### src/rtl/add_serial_param_if.sv
// add_serial_param_if: start/done handshake and operand/result bundle for
// the parametrised serial adder. The ovf signal only exists when the design
// is built with ADD_SERIAL_OVF_EN defined.
interface add_serial_param_if #(
    parameter int WIDTH = 8
);
    logic             start;
    logic             sub;
    logic [WIDTH-1:0] a;
    logic [WIDTH-1:0] b;
    logic [WIDTH-1:0] out;
    logic             cout;
    logic             busy;
    logic             done;
`ifdef ADD_SERIAL_OVF_EN
    logic             ovf;

    modport master (
        output start, sub, a, b,
        input  out, cout, busy, done, ovf
    );

    modport slave (
        input  start, sub, a, b,
        output out, cout, busy, done, ovf
    );
`else
    modport master (
        output start, sub, a, b,
        input  out, cout, busy, done
    );

    modport slave (
        input  start, sub, a, b,
        output out, cout, busy, done
    );
`endif
endinterface

### src/rtl/add_serial_param.sv
// add_serial_param: digit-serial adder/subtractor, WIDTH bits processed
// DIGIT bits per clock (STEPS = WIDTH/DIGIT cycles per operation).
// Subtraction is a + ~b + 1, so cout=1 means "no borrow".
// Optional macro ADD_SERIAL_OVF_EN adds a registered two's-complement
// overflow flag (bus.ovf); without it the flag and its logic are absent.
module add_serial_param #(
    parameter int WIDTH = 8,
    parameter int DIGIT = 1
) (
    input  logic                 clk,
    input  logic                 rst,
    add_serial_param_if.slave    bus
);
    localparam int STEPS = WIDTH / DIGIT;
    localparam int CNT_W = (STEPS > 1) ? $clog2(STEPS) : 1;
    localparam logic [CNT_W-1:0] LAST_STEP = CNT_W'(STEPS - 1);

    typedef enum logic [1:0] {
        IDLE = 2'd0,
        ADD  = 2'd1,
        DONE = 2'd2
    } state_t;

    state_t           state;
    logic [WIDTH-1:0] a_reg;
    logic [WIDTH-1:0] b_reg;
    logic [WIDTH-1:0] out_reg;
    logic             carry;
    logic             cout_reg;
    logic [CNT_W-1:0] count;
    logic [DIGIT:0]   sum;
    logic [WIDTH-1:0] out_next;

    // Digit adder: low digit of both operands plus the running carry.
    always_comb begin
        sum = {1'b0, a_reg[DIGIT-1:0]} + {1'b0, b_reg[DIGIT-1:0]}
            + {{DIGIT{1'b0}}, carry};
    end

    // New digits enter at the top of out, so after STEPS shifts the first
    // digit has reached bit 0; a single-digit word is simply replaced.
    generate
        if (DIGIT == WIDTH) begin : g_full
            always_comb begin
                out_next = sum[DIGIT-1:0];
            end
        end else begin : g_shift
            always_comb begin
                out_next = {sum[DIGIT-1:0], out_reg[WIDTH-1:DIGIT]};
            end
        end
    endgenerate

`ifdef ADD_SERIAL_OVF_EN
    logic ovf_reg;
    logic carry_msb;

    // Carry into the word MSB: the MSB is the top bit of the last digit, so
    // it is the carry out of that digit's lower DIGIT-1 bits.
    generate
        if (DIGIT == 1) begin : g_msb_direct
            always_comb begin
                carry_msb = carry;
            end
        end else begin : g_msb_partial
            logic [DIGIT-1:0] low_sum;
            always_comb begin
                low_sum = {1'b0, a_reg[DIGIT-2:0]} + {1'b0, b_reg[DIGIT-2:0]}
                        + {{(DIGIT-1){1'b0}}, carry};
                carry_msb = low_sum[DIGIT-1];
            end
        end
    endgenerate

    assign bus.ovf = ovf_reg;
`endif

    // Control FSM and datapath: capture in IDLE/DONE, one digit per cycle in
    // ADD, results frozen in DONE until the next start.
    always_ff @(posedge clk) begin
        if (rst) begin
            state    <= IDLE;
            a_reg    <= '0;
            b_reg    <= '0;
            out_reg  <= '0;
            carry    <= 1'b0;
            cout_reg <= 1'b0;
            count    <= '0;
`ifdef ADD_SERIAL_OVF_EN
            ovf_reg  <= 1'b0;
`endif
        end else begin
            case (state)
                IDLE, DONE: begin
                    if (bus.start) begin
                        a_reg    <= bus.a;
                        b_reg    <= bus.sub ? ~bus.b : bus.b;
                        carry    <= bus.sub;
                        count    <= '0;
                        out_reg  <= '0;
                        cout_reg <= 1'b0;
`ifdef ADD_SERIAL_OVF_EN
                        ovf_reg  <= 1'b0;
`endif
                        state    <= ADD;
                    end
                end
                ADD: begin
                    out_reg <= out_next;
                    carry   <= sum[DIGIT];
                    a_reg   <= a_reg >> DIGIT;
                    b_reg   <= b_reg >> DIGIT;
                    count   <= count + CNT_W'(1);
                    if (count == LAST_STEP) begin
                        state    <= DONE;
                        cout_reg <= sum[DIGIT];
`ifdef ADD_SERIAL_OVF_EN
                        ovf_reg  <= carry_msb ^ sum[DIGIT];
`endif
                    end
                end
                default: begin
                    state <= IDLE;
                end
            endcase
        end
    end

    assign bus.out  = out_reg;
    assign bus.cout = cout_reg;
    assign bus.busy = (state == ADD);
    assign bus.done = (state == DONE);
endmodule
### src/flat_wrapper.sv
// flat-port wrapper written by rule: the top's interface ports become plain ports
module add_serial_param_flat 
#(
    parameter int WIDTH = 8,
    parameter int DIGIT = 1
)
  (clk, rst, bus_start, bus_sub, bus_a, bus_b, bus_out, bus_cout, bus_busy, bus_done);
  add_serial_param_if #(.WIDTH(WIDTH)) bus_i ();
  input  logic clk;
  input  logic rst;
  input wire logic [$bits(bus_i.start)-1:0] bus_start;
  input wire logic [$bits(bus_i.sub)-1:0] bus_sub;
  input wire logic [$bits(bus_i.a)-1:0] bus_a;
  input wire logic [$bits(bus_i.b)-1:0] bus_b;
  output wire logic [$bits(bus_i.out)-1:0] bus_out;
  output wire logic [$bits(bus_i.cout)-1:0] bus_cout;
  output wire logic [$bits(bus_i.busy)-1:0] bus_busy;
  output wire logic [$bits(bus_i.done)-1:0] bus_done;
  assign bus_i.start = bus_start;
  assign bus_i.sub = bus_sub;
  assign bus_i.a = bus_a;
  assign bus_i.b = bus_b;
  assign bus_out = bus_i.out;
  assign bus_cout = bus_i.cout;
  assign bus_busy = bus_i.busy;
  assign bus_done = bus_i.done;
  add_serial_param #(.WIDTH(WIDTH), .DIGIT(DIGIT)) u_core (.clk(clk), .rst(rst), .bus(bus_i));
endmodule
### config.mk
export PLATFORM = sky130hd
export DESIGN_NAME = add_serial_param_flat
export DESIGN_NICKNAME = d
export VERILOG_FILES = /design/src/rtl/add_serial_param_if.sv /design/src/rtl/add_serial_param.sv /design/src/flat_wrapper.sv
export SDC_FILE = /design/constraint.sdc
export NUM_CORES = 1
export LEC_CHECK = 0
export ABC_CLOCK_PERIOD_IN_PS = 1650
export CAP_MARGIN = 5
export CORE_UTILIZATION = 35
export CTS_CLUSTER_SIZE = 10
export DETAILED_ROUTE_END_ITERATION = 10
export DONT_BUFFER_PORTS = 1
export PLACE_DENSITY = 0.45
export SETUP_SLACK_MARGIN = 0.3
export SYNTH_ARGS = -nofsm -noshare
export SYNTH_HDL_FRONTEND = slang
export SYNTH_SLANG_ARGS = --single-unit
### constraint.sdc
create_clock -name clk -period 1.65 [get_ports clk]
set_clock_uncertainty 0.05 [all_clocks]
set_input_delay 0.2475 -clock clk [delete_from_list [all_inputs] [get_ports clk]]
set_output_delay 0.2475 -clock clk [all_outputs]
set_load 0.05 [all_outputs]
== Yosys cells after proc, flatten, opt, wreduce, memory -nomap -nowiden ==
Cells that the tools add are included.

* Register bits after elaboration: 31
* Latch bits: 0
* Bits in writable memories: 0
* Memory bits (read-only): 0
* Input port bits: 20
* Output and inout bits: 11
* Logic and storage cells: 39
* Memories kept: 0

* Add/sub/neg operators: 3
* Multiply operators: 0
* Divide/modulo/power cells: 0
* $lt $le $gt $ge: 0
* Equality and inequality tests: 5
* Shift-type cells: 0
* Multiplexer cells: 17
* Bitwise logic cells: 1
* Reduce and logical (&&, ||, !) cells: 6

{| class="wikitable"
|+ Operators by type and width
! operator !! number
|-
| 8-bit one-hot mux with 2 select lines || 3
|-
| 8-bit two-way mux || 4
|-
| 8-bit inverter || 1
|-
| 3-bit one-hot mux with 2 select lines || 1
|-
| 2-bit two-way mux || 2
|-
| 1-bit one-hot mux with 2 select lines || 2
|-
| 2-bit one-hot mux with 2 select lines || 1
|-
| 2-bit AND reduction || 2
|-
| 3-bit by 1-bit adder with 3-bit output (second input constant) || 1
|-
| 3-bit == test (second input constant) || 1
|-
| 1-bit two-way mux || 3
|-
| 3-bit two-way mux || 1
|-
| 3-bit AND reduction || 1
|-
| 1-bit by 1-bit adder with 2-bit output || 1
|-
| 2-bit by 1-bit adder with 2-bit output || 1
|-
| 2-bit by 1-bit == test with 1-bit output (second input constant) || 1
|-
| 2-bit == test (second input constant) || 1
|-
| 2-bit zero test || 1
|-
| 2-bit by 1-bit != test with 1-bit output (second input constant) || 1
|-
| 2-bit != test (second input constant) || 1
|-
| 2-bit nonzero test || 1
|-
| 2-bit OR reduction || 1
|}

== Logic depth before layout (Yosys ltp) ==
* Depth in word-level cells: 4
* Mapped depth: 5
* Depth with buffers taken out: 5

== Worst setup path before layout ==
OpenSTA, ideal clock, no wires.

* Path type: flip-flop to flip-flop
* Start: register u_core.state[1]
* End: register u_core.state[1]
* Library setup time: 0.070 ns
* Data arrival time: 1.311 ns
* Data required time: 1.530 ns
* Setup slack: 0.219 ns
* Stages on the path, launching flop included: 4
* Path buffers: 0
* Period minus slack after synthesis: 1.431 ns
* Cell sequence: dfxtp_1 nor2b_1 nand2b_1 a21oi_1

* Word-level cells in the longest chain between the ends: 4
* Elaborated cells between the ends (all ways): 8
* Classes of those cells: 4 x eq/ne; 1 x mux; 3 x reduce/logical

{| class="wikitable"
|+ RTL lines
! what !! RTL line !! RTL
|-
| start, declared || add_serial_param.sv:24 || <nowiki>state_t state;</nowiki>
|-
| start signal, assigned || add_serial_param.sv:82 || <nowiki>state <= IDLE;</nowiki>
|-
| start signal, assigned || add_serial_param.sv:105 || <nowiki>state <= ADD;</nowiki>
|-
| start signal, assigned || add_serial_param.sv:115 || <nowiki>state <= DONE;</nowiki>
|-
| 2-bit == test (*) || -- ||
|-
| via bus_done || flat_wrapper.sv:18 || <nowiki>output wire logic [$bits(bus_i.done)-1:0] bus_done;</nowiki>
|-
| 2-bit OR reduction (*) || add_serial_param.sv:93 || <nowiki>case (state)</nowiki>
|-
| 2-bit != test (no line) || -- ||
|-
| 2-bit AND reduction (no line) || -- ||
|}

Mark *: on every way through the listed nets, which the timed path passes. The rest lies on a longest branch.
A chain may end at the register's enable or synchronous reset.

== Final worst setup path ==
* Start: register u_core.a_reg[0]
* End: register u_core.cout_reg (netlist: u_core.bus.cout)

* Word-level cells in the longest chain between the ends: 4

{| class="wikitable"
|+ RTL lines
! what !! RTL line !! RTL
|-
| start, declared || add_serial_param.sv:25 || <nowiki>logic [WIDTH-1:0] a_reg;</nowiki>
|-
| start signal, assigned || add_serial_param.sv:96 || <nowiki>a_reg <= bus.a;</nowiki>
|-
| start signal, assigned || add_serial_param.sv:111 || <nowiki>a_reg <= a_reg >> DIGIT;</nowiki>
|-
| 1-bit by 1-bit adder with 2-bit output || add_serial_param.sv:36 || <nowiki>sum = {1'b0, a_reg[DIGIT-1:0]} + {1'b0, b_reg[DIGIT-1:0]}</nowiki>
|-
| 2-bit by 1-bit adder with 2-bit output || add_serial_param.sv:37 || <nowiki>+ {{DIGIT{1'b0}}, carry};</nowiki>
|-
| 1-bit two-way mux || add_serial_param.sv:114 || <nowiki>if (count == LAST_STEP) begin</nowiki>
|-
| 1-bit one-hot mux with 2 select lines || add_serial_param.sv:93 ||
|-
| end signal, assigned || add_serial_param.sv:116 || <nowiki>cout_reg <= sum[DIGIT];</nowiki>
|-
| end, declared || add_serial_param.sv:29 || <nowiki>logic cout_reg;</nowiki>
|}

Every way passes these cells. The select of a mux whose other input is x is not followed.

==> impl_metrics.ini <==
[outcome]
status = finished, final reports clean

[yosys]
yosys_warnings = 0
synth.ff_latch_count = 31
synth_edf_count = 0
netlist.area_leader.share = 0.4550
synthArstFlopShare = 0
synth_adder_area_share = 0.03303
synth_xor_area_frac = 0.05138
synth_fp_nets = 179
synth_top_family_by_area = compound AO/OA/AOI/OAI gates
ys_seq_area_frac = 0.4550
synthMuxAreaShare = 0
synth_compound_area_frac = 0.2000
synthSimpleGateAreaFrac = 0.1853
netlist_top_cells_area = dfxtp_1, a21oi_1, nand3_1, a22oi_1, xor2_1
synth_largest_area_cell = dfxtp_1
ys_types = 23
synthFlopType = dfxtp_1
avgSynthCellArea_um2 = 8.742
netlist_area_um2 = 1364
netlist_instances = 156

[sta]
tightest_slew_ps = 564.5
max_freq_mhz = 755.1
slew_headroom = 0.6231
final-hold-violation-count = 0
setup_slack_ps = 325.6
min_period_ps = 1324
fin_crit_sh = 0.8027
setup_viol = 0
rsz0062_at_grt = yes
drv_slew = 0
setup_tns_ps = 0

[worst_setup_path]
arrival_ps = 1490
crit_chain = inv_2, fa_2, nor4bb_4, a31oi_1, nor2_1
crit_end = u_core.bus.cout
r2r_end = u_core.bus.cout
rr_worst_depth = 5
max_stage_delay_ps = 400
critical_path_required_ps = 1820
crit_type = flop to flop
path_max_fanout = 2
cp-start-kind = flop
setup.worst_path.start = u_core.a_reg[0]
cp_num_buf_inv = 1
path_depth = 5
crit_slowest_cell = fa_2
crit_path_end_kind = flop
r2r_start = u_core.a_reg[0]
r2r_slack_ps = 330
path_delay_family = adder cells

[detailed_routing]
totalWireLength_mm = 3.146
ant_nets = 0
wl_per_cell_um = 15.20
drc = 0
drtIter0Drc = 71
vias_per_cell = 5.382
vias = 1114
drt_pass1_iterations = 4

[grt]
grt_usage = 0.1655
grt_pass1_wl_mm = 5.126
grt-ovfl-total = 0
grt_pass1_vias = 1054
grt_max_degree = 32
antenna_found_initial = 0

[cells_and_area]
seq_area_um2 = 625.6
layout_common_cells = a21oi_1, nand3_1, dfxtp_1, a22oi_1, nand2_1
num-fill-cells = 374
syn2layout_area_growth_pct = 16.88
n_antenna_cell = 0
finalNonFillerCells = 207
final_util = 0.4322
drive_gt1_frac = 0.1698
multi_input_area_um2 = 665.6
num-nets-final = 181
final_common_cell = a21oi_1

[clocking]
cts_sinks = 31
clockBufferDepth = 2
cts_max_level = 2
cts_buffers = 5
root_buffer = clkbuf_8
insertion_delay_ps = 280
cts_tree = yes
path_clk_slew_ps = 60

[floorplan]
dieArea_um2 = 4150
start_util = 0.3697
ioPinCount = 31
core_um2 = 3689
rows = 22
die_w_um = 64.42
die_y_um = 64.42

[placement]
gp_congestion = 0.6671
place_inst = 195
pre_cts_ws_ps = 256.1
port_buffers = 0
dp_hpwl_mm = 1.804

[power]
max-vdd-ir-drop_v = 0.0004107
pwr-share-clk = 0.424
switchingPower_mw = 0.4378
powerDensity_nw_per_um2 = 1130
combinationalPowerShare = 0.122
internal_power_mw = 1.363
p_leak_nw = 0.5607
seqPwrFrac = 0.454
swShare = 0.2431

[worst_hold_path]
worstHoldPathType = input pin to flop

[run]
cap_violations = 0
[worst register-to-register path, delay by kind of cell, from the launching register on]
family                     cells  cell delay [ps]
AOI/OAI and AO/OA              1               60
adders and majority gates      1              400
buffers and inverters          1               40
and+or+nand+nor                2              380
DFF                            1              330
[layout make-up]
cell class	instances	area share
inverters	4	0.01413
flip-flops and latches	31	0.3925
repair buffers	7	0.05651
multi-input cells	107	0.4176
clock inverters	2	0.02198
well taps	48	0.03768
repair inverters	2	0.007849
clock buffers	6	0.05181
[cells in the mapped netlist (3+ instances only)]
| cell | n |
|---|---|
| buf_2 | 5 |
| clkbuf_1 | 3 |
| inv_1 | 3 |
| a22oi_1 | 14 |
| a21oi_1 | 29 |
| xor2_1 | 8 |
| nand2_1 | 11 |
| nand3_1 | 28 |
| nand2b_1 | 4 |
| dfxtp_1 | 31 |
| buf_4 | 5 |
[kinds of logic after synthesis]
logic type / count (synthesis)
buf+inv: 18
compound gates: 46
xor+xnor: 8
flops: 31
fa+ha+maj: 3
simple gates: 50
[repair_timing]
item                       4_1_cts  5_1_grt
cloned                           2        0
hold endpoints to repair        31       31
setup endpoints to repair        2        5
setup buffers                    0        1
pin swaps                        1        3
gates resized for setup          4        7
[how the worst min path moves through the flow]
stage,to,from,cells after the start,slack (ps)
3_3_place_gp,u_core.a_reg[1],rst,1,270
2_1_floorplan,u_core.a_reg[0],rst,1,270
5_1_grt,u_core.a_reg[7],bus_a[7],2,60
6_report,u_core.a_reg[7],bus_a[7],2,60
4_1_cts,u_core.a_reg[2],rst,1,-30
3_5_place_dp,u_core.a_reg[2],rst,1,270
[power by group through the flow]
| stage | registers (mW) | logic (mW) | clock network, mW |
|---|---|---|---|
| 5_1_grt | 0.822 | 0.243 | 0.831 |
| 2_1_floorplan | 0.826 | 0.164 | 0 |
| 6_report | 0.817 | 0.220 | 0.764 |
| 3_5_place_dp | 0.831 | 0.180 | 0 |
| 4_1_cts | 0.815 | 0.193 | 0.791 |
| 3_3_place_gp | 0.830 | 0.178 | 0 |
[routing by layer]
metal | GRT usage | vias up | routed length, µm
li1 | - | 555 | -
met2 | 0.2500 | 27 | 1471
met3 | 0.08099 | 2 | 246
met4 | 0.05833 | 0 | 21
met1 | 0.2028 | 530 | 1406
met5 | 0 | - | 0
[metrics by stage]
stage | hold slack [ps] | power (mW) | area [µm²]
3_5_place_dp | 271.3 | 1.011 | 1391
5_1_grt | 64.44 | 1.896 | 1594
6_report | 55.31 | 1.801 | 1594
4_1_cts | -30.38 | 1.799 | 1534
3_3_place_gp | 270.8 | 1.008 | 1391
2_1_floorplan | 266.6 | 0.9902 | 1366
(Power assumes the default switching activity.)
==> patch: new RTL, same flow settings <==
`WIDTH` is set to 8 in 3 places; all go to 16.
--- a/src/rtl/add_serial_param_if.sv
+++ b/src/rtl/add_serial_param_if.sv
@@ -2,7 +2,7 @@
 // the parametrised serial adder. The ovf signal only exists when the design
 // is built with ADD_SERIAL_OVF_EN defined.
 interface add_serial_param_if #(
-    parameter int WIDTH = 8
+    parameter int WIDTH = 16
 );
     logic             start;
     logic             sub;
--- a/src/rtl/add_serial_param.sv
+++ b/src/rtl/add_serial_param.sv
@@ -4,7 +4,7 @@
 // Optional macro ADD_SERIAL_OVF_EN adds a registered two's-complement
 // overflow flag (bus.ovf); without it the flag and its logic are absent.
 module add_serial_param #(
-    parameter int WIDTH = 8,
+    parameter int WIDTH = 16,
     parameter int DIGIT = 1
 ) (
     input  logic                 clk,
--- a/src/flat_wrapper.sv
+++ b/src/flat_wrapper.sv
@@ -1,7 +1,7 @@
 // flat-port wrapper written by rule: the top's interface ports become plain ports
 module add_serial_param_flat 
 #(
-    parameter int WIDTH = 8,
+    parameter int WIDTH = 16,
     parameter int DIGIT = 1
 )
   (clk, rst, bus_start, bus_sub, bus_a, bus_b, bus_out, bus_cout, bus_busy, bus_done);
Ports: changed (resized bus_a, bus_b and bus_out); port bits go from 31 to 55. No check against the original RTL was run, so the function may have changed too.
==> patch against the original RTL <==
  * The run now ends with negative hold slack left
  * Wire length rose by 81%
  * Maximum frequency fell by 3.2%
  * Sequential cell count rose by 25
  * Synthesized area rose by 80%
  * Sequential power rose by 79%
  * Register-to-register slack got worse by 0.04 ns
  * Worst setup slack got worse by 0.043 ns
  * Worst hold slack got worse by 0.11 ns
  * Power rose by 51%
  * Design area rose by 72%
  * Largest cell class unchanged
  * Highest routed layer unchanged
==> patch: results (changes against the original RTL) <==
stage,metric,value,unit,change
run_status,status,finished with violations,,
run_status,violations,negative hold slack,,
grt,grt_pass1_vias,1872,,+78%
grt,antenna_found_initial,0,,unchanged
placed_design,port_buffers,0,,unchanged
grt,grt_use_total,0.1578,,-0.007718
cts,ctsRootBufferMaster,clkbuf_8,,
setup_path,worst-path-max-fanout,4,,+2
logic_synthesis,synthTopCellsByArea,"dfxtp_1 (46%), a21oi_1 (11%), nand3_1 (11%), a22oi_1 (9.2%), xor2_1 (5.7%)",,
pwr,p_leak,0.9330,nW,+66%
logic_synthesis,yosys-top-cells-count,"dfxtp_1 (56), a21oi_1 (54), nand3_1 (52)",,
cts,clkTransAtPathRegs,0.11,ns,+0.05 ns
pwr,switching_share,0.2546,,+0.01148
logic_synthesis,synth_xor_area_frac,0.05720,,+0.005825
grt,grt_max_degree,58,,+81%
logic_synthesis,synth_compound_area_frac,0.2176,,+0.01757
logic_synthesis,synthAdderAreaFrac,0.01328,,-0.01975
placed_design,dp_cells,358,,+84%
cts,numCtsBuffers,5,,unchanged
routing,drt-total-wl,5691,µm,+81%
cts,cts_max_level,2,,unchanged
placed_design,globalplace.congestion,0.6501,,-2.5%
logic_synthesis,synth_flop_cell,dfxtp_1,,
worst_hold_path,min_path_type,input port to register,,
logic_synthesis,async_flop_share,0,,unchanged
logic_synthesis,synth_cell_types,29,,+26%
timing,timing.hold.ws,-0.05592,ns,-0.1112 ns
routing,wl_per_cell,15.34,µm,+0.93%
layout,layout-drive-gt1-share,0.1418,,-0.02799
logic_synthesis,synthMuxAreaShare,0.009193,,+0.009193
logic_synthesis,yosysWarnings,0,,unchanged
logic_synthesis,synthesis.nets,318,,+78%
pwr,worst_ir_drop_vdd,539.5,µV,+31%
timing,maxSlewHeadroom,0.6132,,-0.009890
cts,clock_path_buffers,2,,unchanged
layout,nets,312,,+72%
grt,grt_pass1_wl,9225,µm,+80%
setup_path,cp.arrival,1.07,ns,-0.42 ns
cts,clk_latency,0.31,ns,+0.03 ns
layout,diodes,0,,unchanged
placed_design,place_ws,0.2802,ns,+0.02403 ns
logic_synthesis,yosysSeqAreaShare,0.4576,,+0.002564
routing,first_iter_violations,115,,+62%
logic_synthesis,avgSynthCellArea,8.749,µm²,about the same
routing,dr.pass1.iters,4,,unchanged
timing,hold_viol_final,55,,+55
placed_design,hpwl,3315,µm,+84%
routing,viasPerCell,5.332,,-0.93%
-- patch: metrics by stage --
step	instance area (µm²)	power [mW]
2_1_floorplan	2452	1.780
3_3_place_gp	2499	1.817
3_5_place_dp	2499	1.817
4_1_cts	2665	2.744
5_1_grt	2736	2.855
6_report	2736	2.725
-- patch: logic make-up (layout without fill, tap and decap cells) --
| family | count (synthesis) | after routing |
|---|---|---|
| mux | 2 | 2 |
| xor+xnor | 16 | 16 |
| buf+inv | 34 | 29 |
| flops | 56 | 56 |
| simple gates | 82 | 82 |
| compound gates | 88 | 88 |
| fa+ha+maj | 2 | 2 |
-- patch: worst paths after layout --
| path | startpoint | cells after the start | slack [ns] | endpoint |
|---|---|---|---|---|
| worst min register to register | u_core.carry | 2 | 0.41 | u_core.carry |
| worst max register to register | u_core.a_reg[0] | 4 | 0.29 | u_core.bus.cout |
| worst min-delay path | rst | 1 | -0.06 | u_core.a_reg[12] |
| worst max-delay path | u_core.state[0] | 2 | 0.28 | bus_done |
-- patch: power groups by stage --
stage	Combinational [mW]	Sequential (mW)	Clock [mW]
after floorplan	0.295	1.48	0
after global placement	0.323	1.49	0
after detailed placement	0.323	1.49	0
after CTS	0.349	1.46	0.931
after global routing	0.406	1.47	0.974
final	0.363	1.46	0.897
-- patch: cell type report --
type / count / area [µm²]
inverter: 5 / 26.28
multi-input combinational: 190 / 1157
timing repair buffer: 16 / 195.2
sequential: 56 / 1130
clock inverter: 2 / 35.03
fill: 695 / 4058
clock buffer: 6 / 72.57
tap: 96 / 120.1
-- patch: what timing repair did --
item,CTS,global route
hold endpoints to repair,55,55
setup endpoints to repair,3,4
cloned,1,1
pin swaps,3,1
gates resized for setup,11,7
setup buffers,0,3
-- patch: worst max-delay path, stage by stage, from the launching register on --
cell	delay [ns]
dfxtp_4	0.37
and2b_1	0.23
buf_6	0.17
-- patch: layer usage --
layer	GRT usage	vias up	wire, µm
li1	-	977	-
met1	0.2204	946	2781
met2	0.2422	50	2529
met3	0.03850	5	332
met4	0.04545	0	48
met5	0	-	0
